==> src/rtl/prog_counter.sv <==
// Bounded up/down counter with programmable step, wrap or saturate at the limits, and clamped loads.
// Single cycle: count and event pulses update on the edge after the command; there is no backpressure.
module prog_counter #(
  parameter int unsigned       WIDTH     = 8,
  parameter int unsigned       STEP_W    = 4,
  parameter logic [WIDTH-1:0]  RESET_VAL = {WIDTH{1'b1}}
) (
  input  logic              clk,
  input  logic              reset,
  input  logic              load_i,
  input  logic [WIDTH-1:0]  data_in_i,
  input  logic              counter_on_i,
  input  logic              count_up_i,
  input  logic [STEP_W-1:0] step_i,
  input  logic [WIDTH-1:0]  limit_lo_i,
  input  logic [WIDTH-1:0]  limit_hi_i,
  input  logic              saturate_i,
  input  logic              clear_flags_i,
  output logic [WIDTH-1:0]  count_o,
  output logic              at_hi_o,
  output logic              at_lo_o,
  output logic              wrap_pulse_o,
  output logic              sat_flag_o,
  output logic              load_clamped_o,
  output logic              cfg_err_o
);

  logic [WIDTH-1:0] count_q = RESET_VAL;
  logic [WIDTH-1:0] count_d;
  logic             wrap_q = 1'b0;
  logic             wrap_d;
  logic             sat_q = 1'b0;
  logic             sat_d;
  logic             clamp_q = 1'b0;
  logic             clamp_d;
  logic             sat_set;

  logic             cfg_err;
  logic [WIDTH:0]   step_x;
  logic [WIDTH:0]   sum_w;
  logic [WIDTH-1:0] diff_lo;
  logic             up_ok;
  logic             dn_ok;

  assign cfg_err = limit_lo_i > limit_hi_i;
  assign step_x  = {{(WIDTH+1-STEP_W){1'b0}}, step_i};
  // One extra bit keeps the overflow test exact even when limit_hi is the maximum code.
  assign sum_w   = {1'b0, count_q} + step_x;
  assign up_ok   = sum_w <= {1'b0, limit_hi_i};
  assign diff_lo = count_q - limit_lo_i;
  assign dn_ok   = (count_q >= limit_lo_i) && ({1'b0, diff_lo} >= step_x);

  always_comb begin
    count_d = count_q;
    wrap_d  = 1'b0;
    clamp_d = 1'b0;
    sat_set = 1'b0;
    if (load_i) begin
      if (cfg_err) begin
        count_d = data_in_i;
      end else if (data_in_i < limit_lo_i) begin
        count_d = limit_lo_i;
        clamp_d = 1'b1;
      end else if (data_in_i > limit_hi_i) begin
        count_d = limit_hi_i;
        clamp_d = 1'b1;
      end else begin
        count_d = data_in_i;
      end
    end else if (counter_on_i && !cfg_err && (step_i != '0)) begin
      if (count_up_i) begin
        if (up_ok) begin
          count_d = sum_w[WIDTH-1:0];
        end else if (saturate_i) begin
          count_d = limit_hi_i;
          sat_set = 1'b1;
        end else begin
          count_d = limit_lo_i;
          wrap_d  = 1'b1;
        end
      end else begin
        // An out-of-range count below limit_lo fails dn_ok and is pulled back into range.
        if (dn_ok) begin
          count_d = count_q - step_x[WIDTH-1:0];
        end else if (saturate_i) begin
          count_d = limit_lo_i;
          sat_set = 1'b1;
        end else begin
          count_d = limit_hi_i;
          wrap_d  = 1'b1;
        end
      end
    end
    sat_d = sat_set | (sat_q & ~clear_flags_i);
  end

  always_ff @(posedge clk or posedge reset) begin
    if (reset) begin
      count_q <= RESET_VAL;
      wrap_q  <= 1'b0;
      sat_q   <= 1'b0;
      clamp_q <= 1'b0;
    end else begin
      count_q <= count_d;
      wrap_q  <= wrap_d;
      sat_q   <= sat_d;
      clamp_q <= clamp_d;
    end
  end

  assign count_o        = count_q;
  assign at_hi_o        = count_q == limit_hi_i;
  assign at_lo_o        = count_q == limit_lo_i;
  assign wrap_pulse_o   = wrap_q;
  assign sat_flag_o     = sat_q;
  assign load_clamped_o = clamp_q;
  assign cfg_err_o      = cfg_err;

endmodule

==> config.mk <==
export PLATFORM = sky130hd
export DESIGN_NAME = prog_counter
export DESIGN_NICKNAME = d
export VERILOG_FILES = /design/src/rtl/prog_counter.sv
export SDC_FILE = /design/constraint.sdc
export NUM_CORES = 1
export LEC_CHECK = 0
export ABC_AREA = 0
export CAP_MARGIN = 10
export CORE_MARGIN = 4
export CORE_UTILIZATION = 40
export CTS_BUF_LIST = sky130_fd_sc_hd__clkbuf_4 sky130_fd_sc_hd__clkbuf_8
export CTS_CLUSTER_SIZE = 16
export DETAILED_ROUTE_END_ITERATION = 10
export GPL_TIMING_DRIVEN = 0
export PLACE_DENSITY = 0.66
export REMOVE_ABC_BUFFERS = 1
export SLEW_MARGIN = 20
export SYNTH_ARGS = -nofsm -noshare
export SYNTH_HDL_FRONTEND = slang
export SYNTH_SLANG_ARGS = --single-unit
==> constraint.sdc <==
create_clock -name clk -period 4.02 [get_ports clk]
set_clock_uncertainty 0.15 [all_clocks]
set_input_delay 0.804 -clock clk [delete_from_list [all_inputs] [get_ports clk]]
set_output_delay 0.804 -clock clk [all_outputs]
set_load 0.005 [all_outputs]
==> impl_metrics.csv, run 1 <==
group,metric,value,unit
cells_and_area,layout.nets,501,
pwr,power_frac_clock,7.5,%
clocking,cts.clk_slew.worst_paths,60,ps
synth,syn_inst,347,
setup_path,rr_worst_depth,18,
global_route,grt_max_degree,30,
floorplanning,start_util,41.9,%
flow_run,maxCapViolations,0,
detailed_routing,first_pass_iters,5,
place,gp_congestion,0.986,
pwr,swShare,46.0,%
timing,period_share,98.5,%
floorplanning,die_w,90.3,um
floorplanning,ios,49,
global_route,grt_pass1_wl,14100,um
timing,setup_viol,0,
detailed_routing,via_per_inst,5.93,
cells_and_area,multiInputGateArea,2460,um2
timing,drv_slew,0,
place,dp_hpwl,6800,um
floorplanning,rows,29,
pwr,ir_drop,0.314,mV
detailed_routing,wl,8890,um
synth,syn_area_per_cell,7.80,um2
place,dp_cells,462,
global_route,antenna_found_initial,0,
clocking,max-clock-path-buffers,2,
timing,max_slew_margin,45.8,%
synth,synthArstFlopShare,100,%
pwr,switchingPower,0.000799,W
cells_and_area,area_growth,35.8,%
clocking,clockRootBuffer,"clkbuf_8",
cells_and_area,drive_gt1_share,20.4,%
synth,syn_area,2710,um2
pwr,cellLeakagePower,1.64,nW
timing,worst-slew-pin-transition,803,ps
timing,fin_setup_tns,0,ps
setup_path,start_kind,"input pin",
synth,ys_seq_area_share,10.5,%
synth,synth_ff_type,"dfstp_2",
global_route,grt_pass1_vias,2779,
floorplanning,dieHeight,90.3,um
place,placed_area,3250,um2
pwr,p_comb_share,79.1,%
timing,period_minus_slack,3960,ps
place,port_buffers,48,
timing,hold_violations,0,
clocking,clock_latency,250,ps
setup_path,crit_start,"step_i[0]",
cells_and_area,design_area,3680,um2
cells_and_area,insertedDiodeCount,0,
setup_path,crit_chain,"buf_8 -> ha_4 -> inv_2 -> fa_2 -> nor2_4 -> nor2_2 -> o21ai_2 -> nand3_2 -> xnor2_2 -> ha_1 -> and3_4 -> and3_4 -> and4_1 -> a21o_1 -> nand2_4 -> buf_6 -> o211ai_1 -> o211ai_1 -> a31oi_1",
synth,yosys.cell_types.count,50,
detailed_routing,ant_nets,0,
clocking,cts.sinks,11,
synth,synth_edf_count,0,
detailed_routing,num_vias,2893,
cells_and_area,seqCellArea,285,um2
detailed_routing,drc,0,
setup_path,crit_fanout,5,
setup_path,cp_data_required_time,4020,ps
setup_path,r2r_end,"count_o[4]$_DFFE_PP1P_",
setup_path,rrSetupSlack,100,ps
status,status,"finished, final reports clean",
setup_path,arrival,3960,ps
setup_path,r2r-start,"count_o[0]$_DFFE_PP1P_",
synth,ys_ff_latch,11,
cells_and_area,fin_cells,488,
detailed_routing,drt-initial-drc-count,215,
setup_path,crit_family,"simple AND/OR/NAND/NOR gates",
worst_hold_path,hold_depth,2,
synth,yosys_warnings,0,
clocking,cts_hold_buf,0,
clocking,cts_buffers,3,
setup_path,path_buf_inv,3,
pwr,p_seq_share,13.3,%
clocking,cts_tree,"yes",
worst_hold_path,worstHoldEndpoint,"sat_flag_o$_DFF_PP0_",
setup_path,critPathKind,"input pin to flop",
setup_path,endpoint_kind,"flop",
global_route,track_usage,21.1,%
worst_hold_path,hp-class,"flop to flop",
floorplanning,die_area,8150,um2
worst_hold_path,min_from,"sat_flag_o$_DFF_PP0_",
setup_path,slowest_delay,420,ps
pwr,p_per_area,473,nW/um2
timing,fmax,253,MHz
pwr,p_int,0.000939,W
cells_and_area,fillerInstances,598,
floorplanning,coreArea,6460,um2
clocking,htree_levels,1,
setup_path,critPathSlowestCell,"fa_2",
detailed_routing,avgRoutedWirePerCell,18.2,um
global_route,grt-ovfl-total,0,
-- Yosys cell counts (all sizes together) (2+ instances only) --
master   n  share of area (%)
ha      51                 24
inv     32                4.4
nor2    29                4.1
a21oi   24                4.9
nand2   24                3.3
o21ai   23                4.3
mux2i   16                5.9
xnor2   14                4.5
clkbuf  10                1.4
o211ai   9                2.5
dfstp    8                7.8
nor2b    8                1.8
xor2     8                2.6
nand4    7                1.6
nor3     7                1.3
o22ai    7                1.6
a31oi    6                1.4
mux2     6                2.5
a21o     4                1.1
nand3    4               0.74
or2      4               0.92
and2     3               0.69
and3     3               0.69
dfrtp    3                2.8
fa       3                2.2
nand2b   3               0.69
nor3b    3                1.0
o21a     3               0.83
o21bai   3               0.83
o221ai   3               0.97
a21boi   2               0.55
a221oi   2               0.65
o221a    2               0.83
o311a    2               0.74
o41ai    2                1.3
-- sequential cells by signal (all words and copies together) (netlist names) --
| signal | count |
|---|---|
| wrap_pulse_o | 1 |
| load_clamped_o | 1 |
| count_o | 8 |
| sat_flag_o | 1 |
-- worst max-delay path by stage --
stage	endpoint	slack, ps	cells after the start
2_1_floorplan	count_o[5]$_DFFE_PP1P_	-30	17
3_3_place_gp	count_o[5]$_DFFE_PP1P_	-1260	18
3_5_place_dp	count_o[5]$_DFFE_PP1P_	-1200	18
4_1_cts	cfg_err_o	4	8
5_1_grt	count_o[4]$_DFFE_PP1P_	-100	19
6_report	count_o[4]$_DFFE_PP1P_	60	19
-- logic make-up (layout without fill, tap and decap cells) --
| logic type | after synthesis | after routing | share of synthesized area, % |
|---|---|---|---|
| fa+ha+maj | 54 | 54 | 25.8 |
| compound gates | 98 | 98 | 24.5 |
| xor+xnor | 22 | 22 | 7.12 |
| flops | 11 | 11 | 10.5 |
| buf+inv | 42 | 106 | 5.82 |
| mux | 22 | 22 | 8.41 |
| simple gates | 98 | 98 | 17.8 |
-- worst register-to-register path: stages, from the launching register on --
cell and delay (ps):
dfstp_2 590, ha_4 150, inv_2 40, fa_2 420, nor2_4 140, nor2_2 50
o21ai_2 200, nand3_2 130, xnor2_2 170, ha_1 300, and3_4 190, and3_4 180
and4_1 170, a21o_1 180, nand2_4 110, buf_6 130, o211ai_1 100, o211ai_1 130
a31oi_1 300
-- per-stage QoR --
stage / hold slack (ps) / util, % / setup slack [ps] / total power, W
CTS: 392 / 53.7 / 4.39 / 0.00156
floorplan: 385 / - / -27.2 / 0.000922
global placement: 378 / 50.3 / -1260 / 0.00123
global route: 404 / 56.9 / -102 / 0.00186
finish: 393 / 56.9 / 60.2 / 0.00174
detailed placement: 387 / 50.3 / -1200 / 0.00125
-- repair_timing --
item	in CTS	in global routing
pin swaps	12	21
gates cloned	0	0
resized for setup	35	32
setup buffers	12	10
endpoints found under the setup margin	11	12
-- cell type report --
class | count | share of cell area, %
multi-input cells | 294 | 66.8
repair buffers | 70 | 18.1
flip-flops and latches | 11 | 7.76
inverters | 32 | 3.34
well taps | 77 | 2.62
clock buffers | 4 | 1.33
-- routing by layer --
layer  GRT usage (%)  share of wire (%)  up-vias  wire length [um]
met5               0                  0        -                 0
met4            4.85                2.0        0               178
met3            2.92                6.9       16               615
met2            33.9                 46      119              4100
met1            29.8                 45     1363              4000
li1                -                  -     1395                 -
-- placed cells by master, fill, tap and decap left out, types with 3 or more instances in the layout --
cell type        count
a21oi_1             20
inv_1               27
xor2_1               7
nand2_1             23
nor2_1              26
and2_1               3
or2_2                3
o21a_1               3
clkbuf_8             3
nor2b_1              8
clkdlybuf4s50_1     40
a21o_1               4
ha_1                45
xnor2_1             13
o21ai_0             19
o221ai_1             3
dfrtp_1              3
mux2i_1             16
nand4_1              7
buf_4               19
nor3_1               5
dfstp_2              8
inv_2                4
o211ai_1             9
o22ai_1              7
nand3_1              3
a31oi_1              6
mux2_2               6
ha_4                 5
-- power by group through the flow --
stage	combinational [W]	clock (W)	sequential, W
5_1_grt	0.00149	0.000138	0.000237
3_3_place_gp	0.00101	0	0.000226
3_5_place_dp	0.00102	0	0.000226
6_report	0.00138	0.000131	0.000232
2_1_floorplan	0.000715	0	0.000207
4_1_cts	0.00119	0.000132	0.000231
Power figures use the tool's default switching activity.
==> run 2, diff against run 1 <==
Settings changed: MAX_ROUTING_LAYER set to met4, SKIP_LAST_GASP set to 1.
==> impl_metrics.csv, run 2 (synthesis gave the netlist of run 1 again) <==
group,metric,value,unit
clocking,clockRootBuffer,"clkbuf_8",
floorplanning,ios,49,
global_route,antenna_found_initial,0,
status,status,"finished, final reports clean",
place,gp_congestion,1.02,
global_route,grt_most_used_layer,"met2",
detailed_routing,via_per_inst,5.98,
flow_run,maxCapViolations,0,
global_route,track_usage,22.1,%
floorplanning,die_area,8150,um2
clocking,cts_buffers,3,
clocking,cts.sinks,11,
detailed_routing,avgRoutedWirePerCell,18.3,um
pwr,finalPower,0.00166,W
cells_and_area,seqCellArea,285,um2
setup_path,endpoint_kind,"primary output",
global_route,met3_usage,2.75,%
detailed_routing,drc,0,
cells_and_area,design_area,3610,um2
setup_path,crit_family,"buffers and inverters",
timing,drv_slew,0,
cells_and_area,area_growth,33.3,%
setup_path,slowest_delay,600,ps
detailed_routing,wl,8830,um
clocking,cts.clk_slew.worst_paths,60,ps
setup_path,cp_data_required_time,3070,ps
pwr,cellLeakagePower,1.61,nW
place,port_buffers,48,
timing,finalWorstSetupSlack,94.7,ps
place,pre_cts_ws,-1240,ps
timing,fmax,255,MHz
detailed_routing,drt-initial-drc-count,252,
place,dp_cells,462,
cells_and_area,layout_commonest_cell,"ha_1",
global_route,grt_pass1_wl,14400,um
cells_and_area,final_cell_mix,"45 x ha_1, 39 x clkdlybuf4s50_1, 27 x inv_1",
setup_path,path_buf_inv,3,
timing,worst-slew-pin-transition,757,ps
global_route,grtUsageMet2,34.9,%
timing,period_share,97.6,%
setup_path,crit_fanout,4,
global_route,grt-ovfl-total,0,
setup_path,arrival,2970,ps
timing,setup_viol,0,
pwr,ir_drop,0.330,mV
clocking,htree_levels,1,
setup_path,crit_chain,"clkdlybuf4s50_1 -> inv_1 -> ha_1 -> a21oi_1 -> o21ai_2 -> mux2i_1 -> a21oi_2 -> clkdlybuf4s50_1",
global_route,grt_max_degree,30,
cells_and_area,layout.nets,495,
setup_path,start_kind,"input pin",
setup_path,cp_common_cell,"clkdlybuf4s50_1",
cells_and_area,fillerInstances,622,
place,placed_area,3250,um2
detailed_routing,num_vias,2881,
clocking,clock_latency,250,ps
worst_hold_path,hp-class,"flop to flop",
cells_and_area,multiInputGateArea,2460,um2
clocking,cts_hold_buf,0,
floorplanning,coreArea,6460,um2
setup_path,critPathKind,"input pin to primary output",
timing,max_slew_margin,49.2,%
detailed_routing,first_pass_iters,5,
floorplanning,rows,29,
timing,period_minus_slack,3930,ps
clocking,cts_tree,"yes",
detailed_routing,ant_nets,0,
clocking,max-clock-path-buffers,2,
setup_path,critPathSlowestCell,"clkdlybuf4s50_1",
cells_and_area,largest_reg_flops,8,
global_route,met1_usage,30.0,%
floorplanning,dieHeight,90.3,um
cells_and_area,drive_gt1_share,20.5,%
cells_and_area,insertedDiodeCount,0,
timing,hold_violations,0,
floorplanning,die_w,90.3,um
cells_and_area,fin_cells,482,
global_route,grt_pass1_vias,2885,
pwr,p_per_area,461,nW/um2
floorplanning,start_util,41.9,%
place,dp_hpwl,6920,um
## run 2: cell types whose count changed in the layout (fill, tap and decap cells not counted), moves of 2 or more
cell and delta:
buf_4 -4, xor2_2 +3, dlygate4sd2_1 +2, o21ai_0 -2, xor2_1 -2, o21ai_1 +2
## run 2: final timing paths
kind	startpoint	endpoint	slack, ps	depth (start not counted)
max	limit_hi_i[5]	cfg_err_o	90	8
min	sat_flag_o$_DFF_PP0_	sat_flag_o$_DFF_PP0_	400	2
max reg2reg	count_o[0]$_DFFE_PP1P_	count_o[4]$_DFFE_PP1P_	170	16
min reg2reg	sat_flag_o$_DFF_PP0_	sat_flag_o$_DFF_PP0_	400	2
max in group asynchronous	reset	count_o[4]$_DFFE_PP1P_	2650	2
min in group asynchronous	reset	wrap_pulse_o$_DFF_PP0_	720	2
## run 2: worst register-to-register path: cells and delay by family, from the launching register on
| kind | cells | cell delay, ps |
|---|---|---|
| compound gates | 5 | 1110 |
| fa+ha+maj | 3 | 870 |
| flops | 1 | 610 |
| simple gates | 5 | 610 |
| buf+inv | 2 | 200 |
| xor+xnor | 1 | 170 |
## run 2: cell type report
class / instances / area share, %
inverter: 32 / 3.33
sequential: 11 / 7.90
clock buffer: 4 / 1.35
tap: 77 / 2.67
multi-input combinational: 294 / 68.0
timing repair buffer: 64 / 16.7
## run 2: what timing repair did
action / in CTS / in global routing
gates resized for setup: 37 / 29
pin swaps: 14 / 24
setup buffers: 12 / 6
endpoints found under the setup margin: 11 / 11
cloned: 0 / 0
## run 2: stage by stage
stage	TNS, ps	hold WS (ps)	utilization [%]
after floorplan	-27.2	385	-
after global placement	-11020	380	50.3
after detailed placement	-10930	390	50.3
after CTS	0	399	54.0
after global routing	-7.06	425	55.9
final	0	396	55.9
## run 2: report_power, final
group          switching [W]  internal, W
Combinational       0.000655     0.000639
Sequential         0.0000776     0.000158
Clock              0.0000574    0.0000771
Total               0.000790     0.000874
## run 2: routing by layer
layer / up-vias / wire (um)
met4: 0 / 192
met1: 1347 / 4010
met3: 19 / 605
li1: 1380 / -
met2: 135 / 4020
met5: - / 0
